### config.mk
export PLATFORM = sky130hd
export DESIGN_NAME = adat_sample_reader
export DESIGN_NICKNAME = d
export VERILOG_FILES = /design/src/rtl/adat_sample_reader.sv
export SDC_FILE = /design/constraint.sdc
export NUM_CORES = 1
export LEC_CHECK = 0
export CORE_UTILIZATION = 25
export DETAILED_ROUTE_END_ITERATION = 10
export GPL_TIMING_DRIVEN = 0
export PLACE_DENSITY = 0.44
export SKIP_CTS_REPAIR_TIMING = 1
export SKIP_LAST_GASP = 1
export SLEW_MARGIN = 20
export SYNTH_ARGS = -nofsm -noshare
export SYNTH_HDL_FRONTEND = slang
export SYNTH_SLANG_ARGS = --single-unit
### constraint.sdc
create_clock -name clk_i -period 3.45 [get_ports clk_i]
set_clock_uncertainty 0.1 [all_clocks]
set_input_delay 0.8625 -clock clk_i [delete_from_list [all_inputs] [get_ports clk_i]]
set_output_delay 0.8625 -clock clk_i [all_outputs]
set_load 0.005 [all_outputs]
### src/rtl/adat_sample_reader.sv
// Streams one committed ADAT frame at a time out of the bit-serial circular RAM
// as 24-bit samples (left-justified in 32 bits) over a valid/ready handshake.
//
// state       | meaning
// ------------+-------------------------------------------------------------
// StIdle      | decoder not locked; waiting for has_sync_i
// StWaitFrame | waiting for a committed frame; resyncs and counts drops on overrun
// StRead      | issuing one RAM bit address per cycle, bit 0..23
// StDrain     | capturing the last returned bit and loading the sample outputs
// StOutput    | holding the sample until the consumer accepts it
module adat_sample_reader #(
  parameter int CIRC_BUF_BITS = 3
) (
  input  logic                       clk_i,
  input  logic                       reset_ni,
  input  logic                       has_sync_i,
  input  logic [CIRC_BUF_BITS-1:0]   last_good_frame_idx_i,
  output logic [CIRC_BUF_BITS+7:0]   ram_read_addr_o,
  input  logic                       ram_read_data_i,
  output logic [31:0]                sample_data_o,
  output logic [2:0]                 sample_channel_o,
  output logic                       sample_last_o,
  output logic                       sample_valid_o,
  input  logic                       sample_ready_i,
  output logic [15:0]                dropped_frames_o
);

  typedef enum logic [2:0] {
    StIdle,
    StWaitFrame,
    StRead,
    StDrain,
    StOutput
  } state_e;

  localparam logic [CIRC_BUF_BITS-1:0] PendEmpty   = '1;
  localparam logic [CIRC_BUF_BITS-1:0] PendOverrun = PendEmpty - CIRC_BUF_BITS'(1);
  localparam logic [4:0]               LastBit     = 5'd23;

  state_e                   state_r;
  logic [CIRC_BUF_BITS-1:0] rd_frame_r;
  logic [2:0]               channel_r;
  logic [4:0]               bit_r;
  logic [23:0]              shift_r;

  logic [CIRC_BUF_BITS-1:0] pending;
  logic                     frame_avail;
  logic                     frame_overrun;
  logic [16:0]              drop_sum;

  // pending == all-ones means the reader is one past the newest committed frame
  assign pending       = last_good_frame_idx_i - rd_frame_r;
  assign frame_avail   = (pending != PendEmpty);
  assign frame_overrun = (pending == PendOverrun);
  assign drop_sum      = {1'b0, dropped_frames_o} + {{(17-CIRC_BUF_BITS){1'b0}}, pending};

  assign ram_read_addr_o = (state_r == StRead) ? {rd_frame_r, channel_r, bit_r} : '0;

  always_ff @(posedge clk_i or negedge reset_ni) begin
    if (!reset_ni) begin
      state_r          <= StIdle;
      rd_frame_r       <= '0;
      channel_r        <= '0;
      bit_r            <= '0;
      shift_r          <= '0;
      sample_data_o    <= '0;
      sample_channel_o <= '0;
      sample_last_o    <= 1'b0;
      sample_valid_o   <= 1'b0;
      dropped_frames_o <= '0;
    end else begin
      case (state_r)
        StIdle: begin
          if (has_sync_i) begin
            rd_frame_r <= last_good_frame_idx_i;
            state_r    <= StWaitFrame;
          end
        end

        StWaitFrame: begin
          if (!has_sync_i) begin
            state_r <= StIdle;
          end else if (frame_overrun) begin
            rd_frame_r       <= last_good_frame_idx_i;
            dropped_frames_o <= drop_sum[16] ? 16'hFFFF : drop_sum[15:0];
          end else if (frame_avail) begin
            channel_r <= '0;
            bit_r     <= '0;
            state_r   <= StRead;
          end
        end

        StRead: begin
          // RAM data lags the address by one cycle, so nothing arrives on bit 0
          if (bit_r != 5'd0) begin
            shift_r <= {shift_r[22:0], ram_read_data_i};
          end
          if (bit_r == LastBit) begin
            state_r <= StDrain;
          end else begin
            bit_r <= bit_r + 5'd1;
          end
        end

        StDrain: begin
          shift_r          <= {shift_r[22:0], ram_read_data_i};
          sample_data_o    <= {shift_r[22:0], ram_read_data_i, 8'h00};
          sample_channel_o <= channel_r;
          sample_last_o    <= (channel_r == 3'd7);
          sample_valid_o   <= 1'b1;
          state_r          <= StOutput;
        end

        StOutput: begin
          if (sample_valid_o && sample_ready_i) begin
            sample_valid_o <= 1'b0;
            if (channel_r != 3'd7) begin
              channel_r <= channel_r + 3'd1;
              bit_r     <= '0;
              state_r   <= StRead;
            end else begin
              rd_frame_r <= rd_frame_r + CIRC_BUF_BITS'(1);
              state_r    <= StWaitFrame;
            end
          end
        end

        default: state_r <= StIdle;
      endcase
    end
  end

endmodule

After elaboration in Yosys (flattened, before gate mapping)
Cells that the tools add are included.
- add/subtract/negate cells: 5
- equal/unequal tests: 22
- multiplexer cells: 33
- reductions and logical operators: 15
- operators by type and width (kind ; number):
    $mux 3 ; 16
    $pmux 23 s2 ; 1
    $mux 5 ; 6
    $mux 23 ; 1
    $ne 2x2->1 const B ; 9
    $add 16x3->17 ; 1
    $mux 16 ; 1
    $pmux 3 s5 ; 1
    $pmux 5 s3 ; 1
    $ne 3x3->1 const B ; 4
    $reduce_and 6->1 ; 2
    $mux 11 ; 1
    $eq 3x3->1 const B ; 3
    $pmux 3 s3 ; 1
    $reduce_and 7->1 ; 1
    $add 3x1->3 const B ; 2
    $eq 3x2->1 const B ; 2
    $pmux 3 s2 ; 1
    $reduce_bool 2->1 ; 3
    $reduce_bool 3->1 ; 2
    $add 5x1->5 const B ; 1
    $eq 5x5->1 const B ; 1
    $reduce_and 5->1 ; 1
    $reduce_bool 5->1 ; 1
    other kinds (10) ; 12
- bits in registers: 82
- output and inout bits: 64
- logic and storage cells: 85

Longest topological paths before layout
Gate-level depths: netlist of the first run.
- depth after elaboration: 6
- depth in mapped cells: 11

Worst setup path after synthesis of the first run
OpenSTA, ideal clock, no wires.
- kind: input -> register
- start point: input port last_good_frame_idx_i[0]
- end point: register dropped_frames_o[14]
- stages: 11
- setup slack: -0.115 ns
- setup time: 0.128 ns
- path buffers: 0
- arrival time: 3.338 ns
- cells stage by stage: inv_1 -> ha_1 -> inv_1 -> fa_1 -> xor3_2 -> inv_2 -> ha_1 -> nand2b_4 -> a2111oi_4 -> nand4_1 -> mux2_1
- cells in the longest elaborated chain, start to end: 3
- ends and longest elaborated chain (what ; line ; text):
    from (decl) ; 17 ; input logic [CIRC_BUF_BITS-1:0] last_good_frame_idx_i,
    $sub 3x3->3 * ; 52 ; assign pending = last_good_frame_idx_i - rd_frame_r;
    $add 16x3->17 or $eq 3x3->1 (tied branches) ; 55, 54 ;
    $mux 16 or $reduce_and 3->1 (tied branches) ; -- ;
    to (signal assigned) ; 85 ; dropped_frames_o <= drop_sum[16] ? 16'hFFFF : drop_sum[15:0];
    to (decl) ; 25 ; output logic [15:0] dropped_frames_o
Every way passes the cells marked *; elsewhere a longest branch is shown, timed or not.
A chain may end at the register's enable or synchronous reset.

Worst setup path after layout of the first run
- start point: input port last_good_frame_idx_i[0]
- end point: register dropped_frames_o[10]
The elaborated chain is that of the path after synthesis.

==> results.sh, run 1 <==
export IMPL_whs_ns=0.408
export IMPL_ys_seq_elements=82
export IMPL_dieArea_um2=16600
export IMPL_ys_top_cells_by_area="dfrtp_1 51%, mux2_2 15%, ha_1 2.8%, inv_1 1.6%, buf_4 1.5%"
export IMPL_slowest_delay_ns=0.56
export IMPL_final_util_pct=34.5
export IMPL_htree_num_levels=3
export IMPL_placedCellCount=620
export IMPL_die_x_um=129
export IMPL_core_rowCount=45
export IMPL_antennaDiodeCount=0
export IMPL_crit_type="in2reg"
export IMPL_track_usage_pct=11.9
export IMPL_synth_simple_gate_area_share_pct=14.4
export IMPL_drt_wl_total_um=9010
export IMPL_yosysWarningCount=0
export IMPL_grt_pass1_wl_um=15200
export IMPL_grt_max_degree=43
export IMPL_max_freq_mhz=303
export IMPL_route_antenna_remaining_nets=0
export IMPL_grt_setup_unrepaired="false"
export IMPL_vias_per_cell=4.48
export IMPL_core_area_um2=15400
export IMPL_synth_async_reset_ratio_pct=100
export IMPL_max_slew_margin_pct=53.5
export IMPL_fin_nets=443
export IMPL_synthesis_area_um2=4010
export IMPL_fin_ws_ns=0.150
export IMPL_path_common_cell="inv_1"
export IMPL_crit_chain="dlymetal6s2s_1 > inv_1 > ha_1 > inv_1 > fa_2 > inv_1 > fa_2 > nand2b_4 > a2111oi_4 > buf_4 > nand4_1 > mux2_1"
export IMPL_yosysMostFrequentCell="dfrtp_1"
export IMPL_antenna_found_initial=0
export IMPL_crit_arrival_ns=3.42
export IMPL_cts_sinks=82
export IMPL_area_growth_pct=32.4
export IMPL_cts_reportedPaths_clkPinSlew_ns=0.06
export IMPL_place_port_buffers=63
export IMPL_first_pass_iters=4
export IMPL_dp_hpwl_um=6560
export IMPL_gp_congestion=0.774
export IMPL_postSynthAreaPerCell_um2=11.9
export IMPL_hold_violations=0
export IMPL_drive_gt1_share_pct=24.9
export IMPL_hp_class="in2async"
export IMPL_cts_buffer_depth=2
export IMPL_drt_iter0_drc=112
export IMPL_synthTopCellsByCount="82 x dfrtp_1, 54 x mux2_2, 17 x inv_1"
export IMPL_status="completed"
export IMPL_tightest_slew_ns=0.691
export IMPL_setup_violations_final=0
export IMPL_cellPowerDensity_nw_per_um2=691
export IMPL_start_util_pct=26.0
export IMPL_synth_cell_types=61
export IMPL_p_leak_uw=0.00241
export IMPL_ys_seq_area_share_pct=51.1
export IMPL_cts_buffers=9
export IMPL_yosysTopAreaCell="dfrtp_1"
export IMPL_synthCells=338
export IMPL_cp_required_ns=3.57
export IMPL_dpl_worst_slack_ns=-0.857
export IMPL_yosys_most_used_dff="dfrtp_1"
export IMPL_peakVddDrop_mv=0.495
export IMPL_clock_latency_ns=0.34
export IMPL_drc=0
export IMPL_maxCapViolCount=0
export IMPL_synth_compound_gate_area_share_pct=8.51
export IMPL_grt_pass1_vias=2964
export IMPL_wire_per_inst_um=14.1
export IMPL_grt_overflow_total=0
export IMPL_min_period_ns=3.30
export IMPL_vias=2869
export IMPL_cts_root_buf="clkbuf_16"
export IMPL_cp_max_fo=7
export IMPL_synth_top_family_by_area="multiplexers"
export IMPL_cts_tree="built"
export IMPL_cp_slowest_cell="fa_2"
export IMPL_synth_fa_ha_area_share_pct=3.80
export IMPL_die_h_um=129
export IMPL_fin_setup_tns_ns=0
export IMPL_synth_top_area_share_pct=51.1
export IMPL_final_max_slew_viol_count=0
export IMPL_cp_start_kind="input pin"
export IMPL_synth_xor_area_share_pct=1.06
export IMPL_synth_edf_count=0
export IMPL_synthMuxAreaShare_pct=16.5
export IMPL_fin_cells=640
export IMPL_top_level_ports=72
export IMPL_fin_crit_sh_pct=95.6
export IMPL_end_kind="flip-flop"
-- critical path, delay by kind of cell --
| family | cells | cell delay [ns] |
|---|---|---|
| AOI/OAI and AO/OA | 1 | 0.33 |
| adders and majority gates | 3 | 1.06 |
| buffers and inverters | 5 | 0.56 |
| muxes | 1 | 0.32 |
| and+or+nand+nor | 2 | 0.29 |
-- registers in the layout, indices dropped and copies added, names as in the netlist --
| signal | cells |
|---|---|
| sample_data_o | 24 |
| shift_r | 23 |
| dropped_frames_o | 16 |
| bit_r | 5 |
| channel_r | 3 |
| rd_frame_r | 3 |
| sample_channel_o | 3 |
| state_r | 3 |
| sample_last_o | 1 |
| sample_valid_o | 1 |
-- cells in the final DEF, fill, tap and decap left out, types with 4 or more instances in the layout --
cell type / count
dfrtp_1: 82
clkdlybuf4s50_1: 60
mux2_2: 54
inv_1: 17
nand2_1: 14
buf_4: 13
nor2_1: 11
a21oi_1: 11
nand3_1: 11
nor3_1: 9
and2_1: 9
clkbuf_16: 9
o21ai_0: 8
nand4_1: 8
ha_1: 8
conb_1: 8
buf_2: 6
clkbuf_1: 6
nand2b_1: 6
a31oi_1: 4
o31ai_1: 4
-- kinds of logic after synthesis --
logic type	count (synthesis)
multiplexers	59
adder cells (fa/ha/maj)	11
other	1
AND/OR/NAND/NOR	94
AO/OA/AOI/OAI	49
buffers and inverters	39
flip-flops	82
XOR/XNOR	3
-- per-layer routing --
layer	GRT usage (%)	vias to the layer above	part of all wire [%]
met2	18.5	57	46
met5	0	-	0
li1	-	1368	-
met3	4.95	6	6.6
met4	3.46	0	1.1
met1	15.2	1438	46
-- area by class of cell --
| class | count | area (µm²) |
|---|---|---|
| multi-input combinational | 224 | 1830 |
| fill | 1587 | 10100 |
| clock buffer | 11 | 243 |
| buffer | 21 | 118 |
| timing repair buffer | 68 | 683 |
| tap | 211 | 264 |
| sequential | 82 | 2050 |
| clock inverter | 5 | 60.1 |
| inverter | 18 | 67.6 |
-- final timing paths --
kind,end,depth (start not counted),from,slack (ns)
worst max register to register,dropped_frames_o[10],10,rd_frame_r[0],0.51
max in group asynchronous,dropped_frames_o[13],2,reset_ni,2.21
worst min-delay path,sample_data_o[11],1,reset_ni,0.41
worst max-delay path,dropped_frames_o[10],12,last_good_frame_idx_i[0],0.15
worst min register to register,sample_data_o[23],1,sample_data_o[23],0.41
min in group clk_i,sample_data_o[23],1,sample_data_o[23],0.41
-- report_power, final --
part | leakage, µW | switching (µW) | internal (µW)
Combinational | 0.00116 | 671 | 698
Clock | 0.000147 | 394 | 585
Sequential | 0.00110 | 155 | 1170
-- stage by stage --
step	total power (µW)	instance area (µm²)
6_report	3670	5320
2_1_floorplan	2170	4040
3_3_place_gp	2620	4930
3_5_place_dp	2650	4950
5_1_grt	3950	5320
4_1_cts	3660	5260
Note: power is estimated with default switching activity, not from simulation.
==> run 2: changes to the inputs <==
--- a/config.mk
+++ b/config.mk
@@ -5,10 +5,9 @@
 export SDC_FILE = /design/constraint.sdc
 export NUM_CORES = 1
 export LEC_CHECK = 0
-export CORE_UTILIZATION = 25
+export CORE_UTILIZATION = 49
 export DETAILED_ROUTE_END_ITERATION = 10
-export GPL_TIMING_DRIVEN = 0
-export PLACE_DENSITY = 0.44
+export PLACE_DENSITY = 0.75
 export SKIP_CTS_REPAIR_TIMING = 1
 export SKIP_LAST_GASP = 1
 export SLEW_MARGIN = 20
==> run 2 against run 1 <==
Critical path depth is 4 lower. Non-clock buffer count is 1 lower. Combinational power is 4% higher. Sequential share of layout area is 1.6 points higher. Die area is 48% lower. Final cell count is 17% lower. Power is 4.6% lower. Clock power is 25% lower. Fmax is 0.49% lower. Hold slack worse by 0.0031 ns. Worst setup slack worse by 0.016 ns. Design area is 4.1% lower.
==> results.sh, run 2 (synthesis results as in run 1) <==
export IMPL_status="completed"
export IMPL_top_register="sample_data_o"
export IMPL_drive_gt1_share_pct=26.6
export IMPL_power_switching_uw=1190
export IMPL_gp_congestion=0.851
export IMPL_dp_hpwl_um=5560
export IMPL_hp_class="reg2reg"
export IMPL_grt_pass1_wl_um=13700
export IMPL_core_area_um2=7810
export IMPL_final_common_cell="dfrtp_1"
export IMPL_cts_tree="built"
export IMPL_cts_reportedPaths_clkPinSlew_ns=0.09
export IMPL_grt_pass1_vias=2865
export IMPL_fin_setup_tns_ns=0
export IMPL_peakVddDrop_mv=0.405
export IMPL_hold_violations=0
export IMPL_cp_required_ns=3.58
export IMPL_cts_sinks=82
export IMPL_cp_start_kind="input pin"
export IMPL_cts_root_buf="clkbuf_8"
export IMPL_multi_input_area_um2=1820
export IMPL_vias_per_cell=5.38
export IMPL_cp_slowest_cell="fa_1"
export IMPL_cellPowerDensity_nw_per_um2=687
export IMPL_drt_wl_total_um=8030
export IMPL_first_pass_iters=6
export IMPL_top_level_ports=72
export IMPL_die_x_um=92.5
export IMPL_final_cell_mix="82 x dfrtp_1, 61 x clkdlybuf4s50_1, 54 x mux2_2"
export IMPL_pwr_share_seq_pct=38.1
export IMPL_finalPower_uw=3500
export IMPL_largest_register_ffs=24
export IMPL_cts_buffer_depth=2
export IMPL_slowest_delay_ns=0.59
export IMPL_vias=2854
export IMPL_power_internal_uw=2310
export IMPL_crit_chain="clkdlybuf4s50_1 > fa_1 > inv_2 > fa_2 > nand2b_4 > a2111oi_4 > nand4_1 > mux2_4"
export IMPL_critPathBufInv=2
export IMPL_crit_family="adder cells"
export IMPL_core_rowCount=32
export IMPL_wire_per_inst_um=15.2
export IMPL_regArea_um2=2050
export IMPL_track_usage_pct=20.5
export IMPL_area_growth_pct=27.0
export IMPL_cp_max_fo=4
export IMPL_drt_iter0_drc=109
export IMPL_end_kind="flip-flop"
export IMPL_final_max_slew_viol_count=0
export IMPL_max_slew_margin_pct=52.0
export IMPL_fin_nets=442
export IMPL_route_antenna_remaining_nets=0
export IMPL_drc=0
export IMPL_htree_num_levels=3
export IMPL_placedCellCount=513
export IMPL_grt_max_degree=83
export IMPL_fin_cells=530
export IMPL_fin_crit_sh_pct=96.1
export IMPL_p_leak_uw=0.00237
export IMPL_place_port_buffers=63
export IMPL_maxCapViolCount=0
export IMPL_dieArea_um2=8560
export IMPL_antennaDiodeCount=0
export IMPL_fillers=619
export IMPL_grt_overflow_total=0
export IMPL_swShare_pct=34.1
export IMPL_clock_latency_ns=0.35
export IMPL_crit_type="in2reg"
export IMPL_setup_violations_final=0
export IMPL_antenna_found_initial=0
export IMPL_combPwrFrac_pct=41.0
export IMPL_clkPwrFrac_pct=20.9
export IMPL_top_regs="sample_data_o (24), shift_r (23), dropped_frames_o (16)"
export IMPL_max_freq_mhz=302
export IMPL_tightest_slew_ns=0.721
export IMPL_die_h_um=92.5
export IMPL_min_period_ns=3.32
export IMPL_grt_setup_unrepaired="false"
export IMPL_crit_arrival_ns=3.45
export IMPL_start_util_pct=51.4
export IMPL_cts_buffers=9
==> run 2: cell count changes in the layout (fill, tap and decap cells not counted), moves of 6 or more <==
| cell | previous run | this run |
|---|---|---|
| clkbuf_1 | 6 | 0 |
| clkbuf_8 | 1 | 10 |
| clkbuf_16 | 9 | 0 |
| buf_4 | 13 | 25 |
| buf_2 | 6 | 0 |
==> run 2: path summary, 6_finish.rpt <==
kind                                          start              endpoint  slack [ns]  cells after the start
max                        last_good_frame_idx_i[1]  dropped_frames_o[14]        0.13                      8
min                                     shift_r[22]     sample_data_o[31]        0.41                      1
max reg2reg                           rd_frame_r[0]  dropped_frames_o[14]        0.56                      9
min reg2reg                             shift_r[22]     sample_data_o[31]        0.41                      1
max in group asynchronous                  reset_ni          channel_r[1]        2.31                      1
min in group asynchronous                  reset_ni   dropped_frames_o[1]        0.44                      1
==> run 2: metrics by stage <==
stage	utilization, %	hold WS [ns]	setup WS, ns	area [µm²]
global placement	62.3	0.389	-0.326	4860
detailed placement	62.3	0.392	-0.409	4860
CTS	65.0	0.414	-0.0753	5070
global route	65.3	0.431	0.0139	5100
floorplan	-	0.375	0.0364	4040
finish	65.3	0.405	0.134	5100
==> run 2: layout make-up <==
type	instances	area share, %
Timing Repair Buffer	88	16.1
Inverter	18	1.33
Tap cell	102	2.50
Clock inverter	6	1.42
Sequential cell	82	40.3
Multi-Input combinational cell	224	35.7
Clock buffer	10	2.70
==> run 2: metal layers <==
layer / part of all wire (%) / global-route usage, %
met1: 45 / 26.4
met4: 0.70 / 6.64
met3: 6.0 / 5.67
met2: 48 / 33.3
met5: 0 / 0
==> run 2: worst register-to-register path: cells and delay by family (launching register included) <==
family / cells / cell delay (ns)
fa+ha+maj: 3 / 1.05
compound gates: 1 / 0.47
flops: 1 / 0.38
simple gates: 2 / 0.33
mux: 1 / 0.33
buf+inv: 2 / 0.11
==> run 2: power groups by stage <==
stage / combinational [µW] / sequential (µW) / clock [µW]
5_1_grt: 1580 / 1370 / 791
3_3_place_gp: 1390 / 1340 / 0
4_1_cts: 1440 / 1340 / 751
2_1_floorplan: 858 / 1310 / 0
3_5_place_dp: 1430 / 1350 / 0
6_report: 1430 / 1330 / 733
